<file path="src/rtl/count_seq_pkg.sv">
// Shared types and default widths for the count_seq sequencing controller.
package count_seq_pkg;

    typedef enum logic [1:0] {IDLE, RUN, HOLD, DONE} state_t;

    localparam int CNT_W_DEF   = 8;
    localparam int PRESC_W_DEF = 4;
    localparam int WRAPS_W     = 8;

endpackage

</file>
<file path="src/rtl/count_seq_presc.sv">
// Clock prescaler: emits a one-cycle tick every presc_q+1 enabled cycles.
module count_seq_presc
    import count_seq_pkg::*;
#(
    parameter int PRESC_W = PRESC_W_DEF
) (
    input  logic               clk,
    input  logic               reset,
    input  logic               clr,
    input  logic               en,
    input  logic [PRESC_W-1:0] presc_q,
    output logic               tick
);

    logic [PRESC_W-1:0] cnt_q, cnt_d;

    assign tick = en && (cnt_q == presc_q);

    // clr wins over en; a disabled prescaler keeps its phase
    always_comb begin
        cnt_d = cnt_q;
        if (clr)
            cnt_d = '0;
        else if (en)
            cnt_d = tick ? '0 : cnt_q + 1'b1;
    end

    always_ff @(posedge clk or posedge reset) begin
        if (reset)
            cnt_q <= '0;
        else
            cnt_q <= cnt_d;
    end

endmodule

</file>
<file path="src/rtl/count_seq.sv">
// Sequencing controller for the event counter: start/stop/hold, prescaled
// counting to a terminal value, done pulse. Optional wraps output: COUNT_SEQ_WRAPS_EN.
module count_seq
    import count_seq_pkg::*;
#(
    parameter int WIDTH   = CNT_W_DEF,
    parameter int PRESC_W = PRESC_W_DEF
) (
    input  logic               clk,
    input  logic               reset,
    input  logic               start,
    input  logic               stop,
    input  logic               hold,
    input  logic               reload,
    input  logic [WIDTH-1:0]   limit,
    input  logic [PRESC_W-1:0] presc,
    output logic [WIDTH-1:0]   count,
    output logic               busy,
`ifdef COUNT_SEQ_WRAPS_EN
    output logic [WRAPS_W-1:0] wraps,
`endif
    output logic               done
);

    state_t             state_q, state_d;
    logic [WIDTH-1:0]   count_q, count_d;
    logic [WIDTH-1:0]   limit_q, limit_d;
    logic [PRESC_W-1:0] presc_q, presc_d;
    logic               reload_q, reload_d;
    logic               done_q, done_d;
    logic               wrap_evt;
    logic               tick;
    logic               presc_clr, presc_en;

    // stop/start take priority, so they also suppress this cycle's tick
    assign presc_clr = stop || start;
    assign presc_en  = (state_q == RUN) && !hold && !stop && !start;

    count_seq_presc #(.PRESC_W(PRESC_W)) u_presc (
        .clk     (clk),
        .reset   (reset),
        .clr     (presc_clr),
        .en      (presc_en),
        .presc_q (presc_q),
        .tick    (tick)
    );

    always_comb begin
        state_d  = state_q;
        count_d  = count_q;
        limit_d  = limit_q;
        presc_d  = presc_q;
        reload_d = reload_q;
        done_d   = 1'b0;
        wrap_evt = 1'b0;
        if (stop) begin
            state_d = IDLE;
            count_d = '0;
        end else if (start) begin
            limit_d  = limit;
            presc_d  = presc;
            reload_d = reload;
            count_d  = '0;
            state_d  = RUN;
        end else begin
            case (state_q)
                RUN: begin
                    if (hold) begin
                        state_d = HOLD;
                    end else if (tick) begin
                        if (count_q == limit_q) begin
                            done_d = 1'b1;
                            if (reload_q) begin
                                count_d  = '0;
                                wrap_evt = 1'b1;
                            end else begin
                                state_d = DONE;
                            end
                        end else begin
                            count_d = count_q + 1'b1;
                        end
                    end
                end
                HOLD: begin
                    if (!hold)
                        state_d = RUN;
                end
                default: ;
            endcase
        end
    end

    always_ff @(posedge clk or posedge reset) begin
        if (reset) begin
            state_q  <= IDLE;
            count_q  <= '0;
            limit_q  <= '0;
            presc_q  <= '0;
            reload_q <= 1'b0;
            done_q   <= 1'b0;
        end else begin
            state_q  <= state_d;
            count_q  <= count_d;
            limit_q  <= limit_d;
            presc_q  <= presc_d;
            reload_q <= reload_d;
            done_q   <= done_d;
        end
    end

    assign count = count_q;
    assign busy  = (state_q == RUN) || (state_q == HOLD);
    assign done  = done_q;

`ifdef COUNT_SEQ_WRAPS_EN
    logic [WRAPS_W-1:0] wraps_q, wraps_d;

    always_comb begin
        wraps_d = wraps_q;
        if (stop || start)
            wraps_d = '0;
        else if (wrap_evt && (wraps_q != {WRAPS_W{1'b1}}))
            wraps_d = wraps_q + 1'b1;
    end

    always_ff @(posedge clk or posedge reset) begin
        if (reset)
            wraps_q <= '0;
        else
            wraps_q <= wraps_d;
    end

    assign wraps = wraps_q;
`else
    logic unused_wrap;
    assign unused_wrap = wrap_evt;
`endif

endmodule

</file>
<file path="config.mk">
export PLATFORM = sky130hd
export DESIGN_NAME = count_seq
export DESIGN_NICKNAME = d
export VERILOG_FILES = /design/src/rtl/count_seq_pkg.sv /design/src/rtl/count_seq_presc.sv /design/src/rtl/count_seq.sv
export SDC_FILE = /design/constraint.sdc
export NUM_CORES = 1
export LEC_CHECK = 0
export CORE_ASPECT_RATIO = 2
export CORE_UTILIZATION = 45
export CTS_CLUSTER_DIAMETER = 120
export CTS_CLUSTER_SIZE = 8
export DETAILED_ROUTE_END_ITERATION = 7
export PLACE_DENSITY_LB_ADDON = 0.12
export SLEW_MARGIN = 20
export SYNTH_ARGS = -nofsm -noshare
export SYNTH_HDL_FRONTEND = slang
export SYNTH_HIERARCHICAL = 1
export SYNTH_SLANG_ARGS = --single-unit
</file>
<file path="constraint.sdc">
create_clock -name clk -period 3.9 [get_ports clk]
set_clock_uncertainty 0.1 [all_clocks]
set_input_delay 1.17 -clock clk [delete_from_list [all_inputs] [get_ports clk]]
set_output_delay 1.17 -clock clk [all_outputs]
set_load 0.01 [all_outputs]
</file>
* Word level (Yosys, flattened, before mapping)
Index checks and enable logic that the tools add are counted.
** Word-level totals
- Output and inout bits :: 10
- Logic and storage cells :: 60
- Flip-flop bits (word level) :: 28
- Input port bits :: 18
** Operators by class
- Bitwise logic cells :: 1
- $add $sub $neg :: 2
- Reduce and logical (&&, ||, !) cells :: 16
- Muxes and demuxes :: 24
- Equality and inequality tests :: 10
** Operators by type and width (count)
- two-way mux 8 bit :: 7
- two-way mux 2 bit :: 7
- two-way mux 4 bit :: 3
- != test 5 x 4 -> 1 bit, second input constant :: 2
- adder 8 x 1 -> 8 bit, second input constant :: 1
- equality test 8 bit :: 1
- != test 4 bit, second input constant :: 2
- two-way mux 1 bit :: 6
- nonzero test 3 bit :: 2
- != test 5 bit, second input constant :: 1
- AND reduction 5 bit :: 1
- adder 4 x 1 -> 4 bit, second input constant :: 1
- equality test 4 bit :: 1
- logical AND 1 bit :: 4
- one-hot mux 2 bit (2 select lines) :: 1
- AND reduction 4 bit :: 1
- nonzero test 4 bit :: 1
- zero test 1 bit :: 3
- != test 3 bit, second input constant :: 1
- equality test 2 x 1 -> 1 bit, second input constant :: 1
- equality test 2 bit, second input constant :: 1
- logical OR 1 bit :: 2
- AND reduction 2 bit :: 1
- nonzero test 2 bit :: 1
- inverter 1 bit :: 1

* Longest topological paths before layout
- Word-level depth :: 10
- Gate-level depth with buffers :: 10
- Mapped depth without buffers :: 9

* Modules after synthesis
The synthesis kept the hierarchy.
** By module, submodules not included
- count_seq :: area an instance 1552.7 um^2, instances 1, seq. area each 600.6 um^2, cells each 147
- count_seq_presc :: area an instance 254.0 um^2, instances 1, seq. area each 100.1 um^2, cells each 28

* Worst setup path before layout
OpenSTA, ideal clock, no wires.
- Path type :: input to register
- Start :: in stop
- End :: reg count_q[5] (netlist: count[5])
- Library setup time :: 0.065 ns
- Buffers on the path :: 0
- Slack :: 0.452 ns
- Cell stages on the path :: 7
- Required time :: 3.735 ns
- Data arrival time :: 3.283 ns
- Cells stage by stage :: nor4b_2 -> inv_1 -> nor2_1 -> nand3b_4 -> or4_1 -> a221oi_1 -> a311o_2
** Between the ends
- Word-level cells in the longest chain between the ends :: 6
- Elaborated cells on any way between the ends :: 10
- Classes of those cells :: 2 x eq/ne; 1 x mux; 7 x reduce/logical
** Ends and longest elaborated chain
- start, declared :: RTL line count_seq.sv:12 : input logic stop,
- zero test 1 bit :: RTL line count_seq.sv:37 : assign presc_en = (state_q == RUN) && !hold && !stop && !start;
- logical AND 1 bit (2 in a row) :: RTL line count_seq.sv:37
- logical AND 1 bit :: RTL line count_seq_presc.sv:17 : assign tick = en && (cnt_q == presc_q);
- via tick :: RTL line count_seq.sv:32 : logic tick;
- nonzero test 3 bit (no source line)
- AND reduction 4 bit (no source line)
- end signal, assigned :: RTL line count_seq.sv:103 : count_q <= count_d;
- end, declared :: RTL line count_seq.sv:26 : logic [WIDTH-1:0] count_q, count_d;
The timed path passes the listed nets, and every way through them passes these cells.
A chain may end at the register's enable or synchronous reset.

* Worst setup path after layout
- Start :: in stop
- End :: reg count_q[7] (netlist: count[7])
** Between the ends
- Word-level cells in the longest chain between the ends :: 6
- Elaborated cells on any way between the ends :: 10
- Classes of those cells :: 2 x eq/ne; 1 x mux; 7 x reduce/logical
** Ends and longest elaborated chain
- zero test 1 bit :: RTL line count_seq.sv:37
- logical AND 1 bit (2 in a row) :: RTL line count_seq.sv:37
- via presc_en :: RTL line count_seq.sv:33 : logic presc_clr, presc_en;
- logical AND 1 bit :: RTL line count_seq_presc.sv:17
- via tick :: RTL line count_seq.sv:32
- nonzero test 3 bit (no source line)
- AND reduction 4 bit (no source line)
The timed path passes the listed nets, and every way through them passes these cells.

==> out/results.tsv <==
metric	value	unit
path_class	input pin to flip-flop	
worstPathArrival	3.58	ns
cts_max_level	1	
gr-usage-all-layers	0.223	
cts_resized	0	
ys_dominant_reg_cell	dfrtp_1	
synthArstFlopShare	1.00	
drive_gt1_frac	0.144	
postCtsHoldBufs	0	
drv_cap	0	
stdcell_count	252	
wl_per_cell	16.8	µm
finalHoldViolations	0	
pwr_density_cell	327	nW/µm²
grt_pass1_wl	7070	µm
min_period	3.46	ns
gr-total-overflow	0	
ir_drop	0.272	mV
grt_max_degree	25	
drt-initial-drc-count	57	
initial_core_util	0.470	
clock.fmax	0.289	GHz
yosysSeqAreaShare	0.388	
cp.required	4.02	ns
root_buffer	clkbuf_8	
endpoint	count[7]$_DFFE_PP0P_	
ys_types	47	
utilization	0.553	
cp_cell_sequence	clkdlybuf4s50_1 -> nor4b_2 -> inv_1 -> nor2_1 -> nand3b_4 -> or4_1 -> a221oi_1 -> a211o_1	
max_slew_margin	0.364	
ff_latch_area	701	µm²
r2r-end	count[7]$_DFFE_PP0P_	
tns	0	ns
cp-startpoint	stop	
cts_setup_buffers	0	
min_path_type	flip-flop to flip-flop	
r2r-start	state_q[1]$_DFFE_PP0P_	
synth_edf_count	0	
area_delta_synth_final	17.7	%
cts_tree	built	
numCtsBuffers	3	
first_global_vias	1539	
yosysWarnings	6	
die_h	91.6	µm
reg2reg_slack	1.13	ns
layout_commonest_cell	dfrtp_1	
slew_viol_final	0	
setup_violations	0	
grt_setup_unrepaired	no	
core_area	3840	µm²
filler_cell_count	370	
diodes	0	
synth.net_count	197	
detailroute.via_count	1483	
ios	28	
dieArea	4290	µm²
rows	32	
drc	0	
cp-start-kind	input pin	
cts.path.max_buffers	2	
postSynthCellCount	175	
final_cell_mix	dfrtp_1, clkdlybuf4s50_1, mux2_2, xnor2_1, nand3_1	
multiInputGateArea	957	µm²
place_congestion	0.875	
avgSynthCellArea	10.3	µm²
clkSinkCount	28	
cpPeakStageDelay	0.57	ns
dp_hpwl	3240	µm
dr.pass1.iters	4	
end_kind	flip-flop	
period_share	0.887	
worstMarginPinSlew	0.953	ns
ys_ff_latch	28	
status	finished, final reports clean	
clk_pin_slew	0.10	ns
avgViaCountPerCell	5.88	
drt-total-wl	4240	µm
ant_nets	0	
syn_area	1810	µm²
die_w	46.8	µm
leakagePower	0.852	nW
path_max_fanout	16	
nNetsFinal	224	
worstSkewPairLatency	0.28	ns
r2r_cells	9	
port-buffer-count	27	
grt_antenna_before_repair	0	
dp_cells	248	
slowest_stage	or4_1	
-- critical path, delay by kind of cell --
family | cells | cell delay (ns)
AO/OA/AOI/OAI | 2 | 0.42
buffers and inverters | 2 | 0.62
AND/OR/NAND/NOR | 4 | 1.38
-- power breakdown --
group          leakage [nW]  switching (mW)  internal (mW)
registers             0.361          0.0186          0.313
logic                 0.455          0.0672         0.0666
clock network        0.0357          0.0934          0.138
-- logic make-up after synthesis --
logic type      after synthesis  share of synthesized area
xor+xnor                     13                     0.0630
simple gates                 67                      0.231
mux                          12                     0.0748
buf+inv                      18                     0.0824
flops                        28                      0.388
fa+ha+maj                     4                     0.0277
compound gates               33                      0.134
-- Yosys cell counts (all sizes together), types with 3 or more instances --
library cell   n  area share
or4            3       0.012
a221oi         4       0.019
a21oi          4       0.011
clkbuf         5       0.033
a41oi          3       0.015
mux2          12       0.075
xnor2         12       0.058
nand4          7       0.024
nor3           5       0.014
a311o          3       0.018
ha             4       0.028
o21ai          8       0.022
inv            8       0.017
dfrtp         28        0.39
nand2          7       0.015
nand3         13       0.039
and3          10       0.036
nor3b          3       0.012
buf            3       0.013
o211ai         4       0.017
nor2           5       0.010
-- worst min-delay path by stage --
| stage | start | to | slack, ns | depth (start not counted) |
|---|---|---|---|---|
| 2_1_floorplan | limit_q[0]$_DFFE_PP0P_ | limit_q[0]$_DFFE_PP0P_ | 0.40 | 1 |
| 4_1_cts | limit_q[4]$_DFFE_PP0P_ | limit_q[4]$_DFFE_PP0P_ | 0.45 | 1 |
| 5_1_grt | limit_q[6]$_DFFE_PP0P_ | limit_q[6]$_DFFE_PP0P_ | 0.47 | 1 |
| 3_3_place_gp | limit_q[7]$_DFFE_PP0P_ | limit_q[7]$_DFFE_PP0P_ | 0.42 | 1 |
| 3_5_place_dp | limit_q[4]$_DFFE_PP0P_ | limit_q[4]$_DFFE_PP0P_ | 0.43 | 1 |
| 6_report | limit_q[6]$_DFFE_PP0P_ | limit_q[6]$_DFFE_PP0P_ | 0.44 | 1 |
-- cell type report --
class	count	share of cell area
Tap cell	51	0.0300
Multi-Input combinational cell	129	0.450
Timing Repair Buffer	31	0.141
Clock buffer	3	0.0194
Sequential cell	28	0.329
Clock inverter	1	0.0141
Inverter	9	0.0159
-- per-stage QoR --
step / power [mW] / hold WS, ns / setup slack (ns) / area (µm²)
6_report: 0.696 / 0.443 / 0.440 / 2130
5_1_grt: 0.732 / 0.469 / 0.298 / 2130
4_1_cts: 0.708 / 0.451 / 0.440 / 2130
3_5_place_dp: 0.473 / 0.427 / 0.150 / 2060
3_3_place_gp: 0.467 / 0.418 / 0.251 / 2060
2_1_floorplan: 0.429 / 0.402 / 0.452 / 1810
-- flip-flops by register name (all words and copies together) (netlist names) --
| register | cells |
|---|---|
| limit_q | 8 |
| presc_q | 4 |
| u_presc/cnt_q | 4 |
| reload_q | 1 |
| done | 1 |
| count | 8 |
| state_q | 2 |
-- layer usage --
metal	vias to the layer above	global-route usage	routed length, µm
met3	5	0.0217	126
met2	52	0.403	2510
met1	715	0.244	1560
met4	0	0.0905	47
met5	-	0	0
li1	711	-	-
Power figures use the tool's default switching activity.
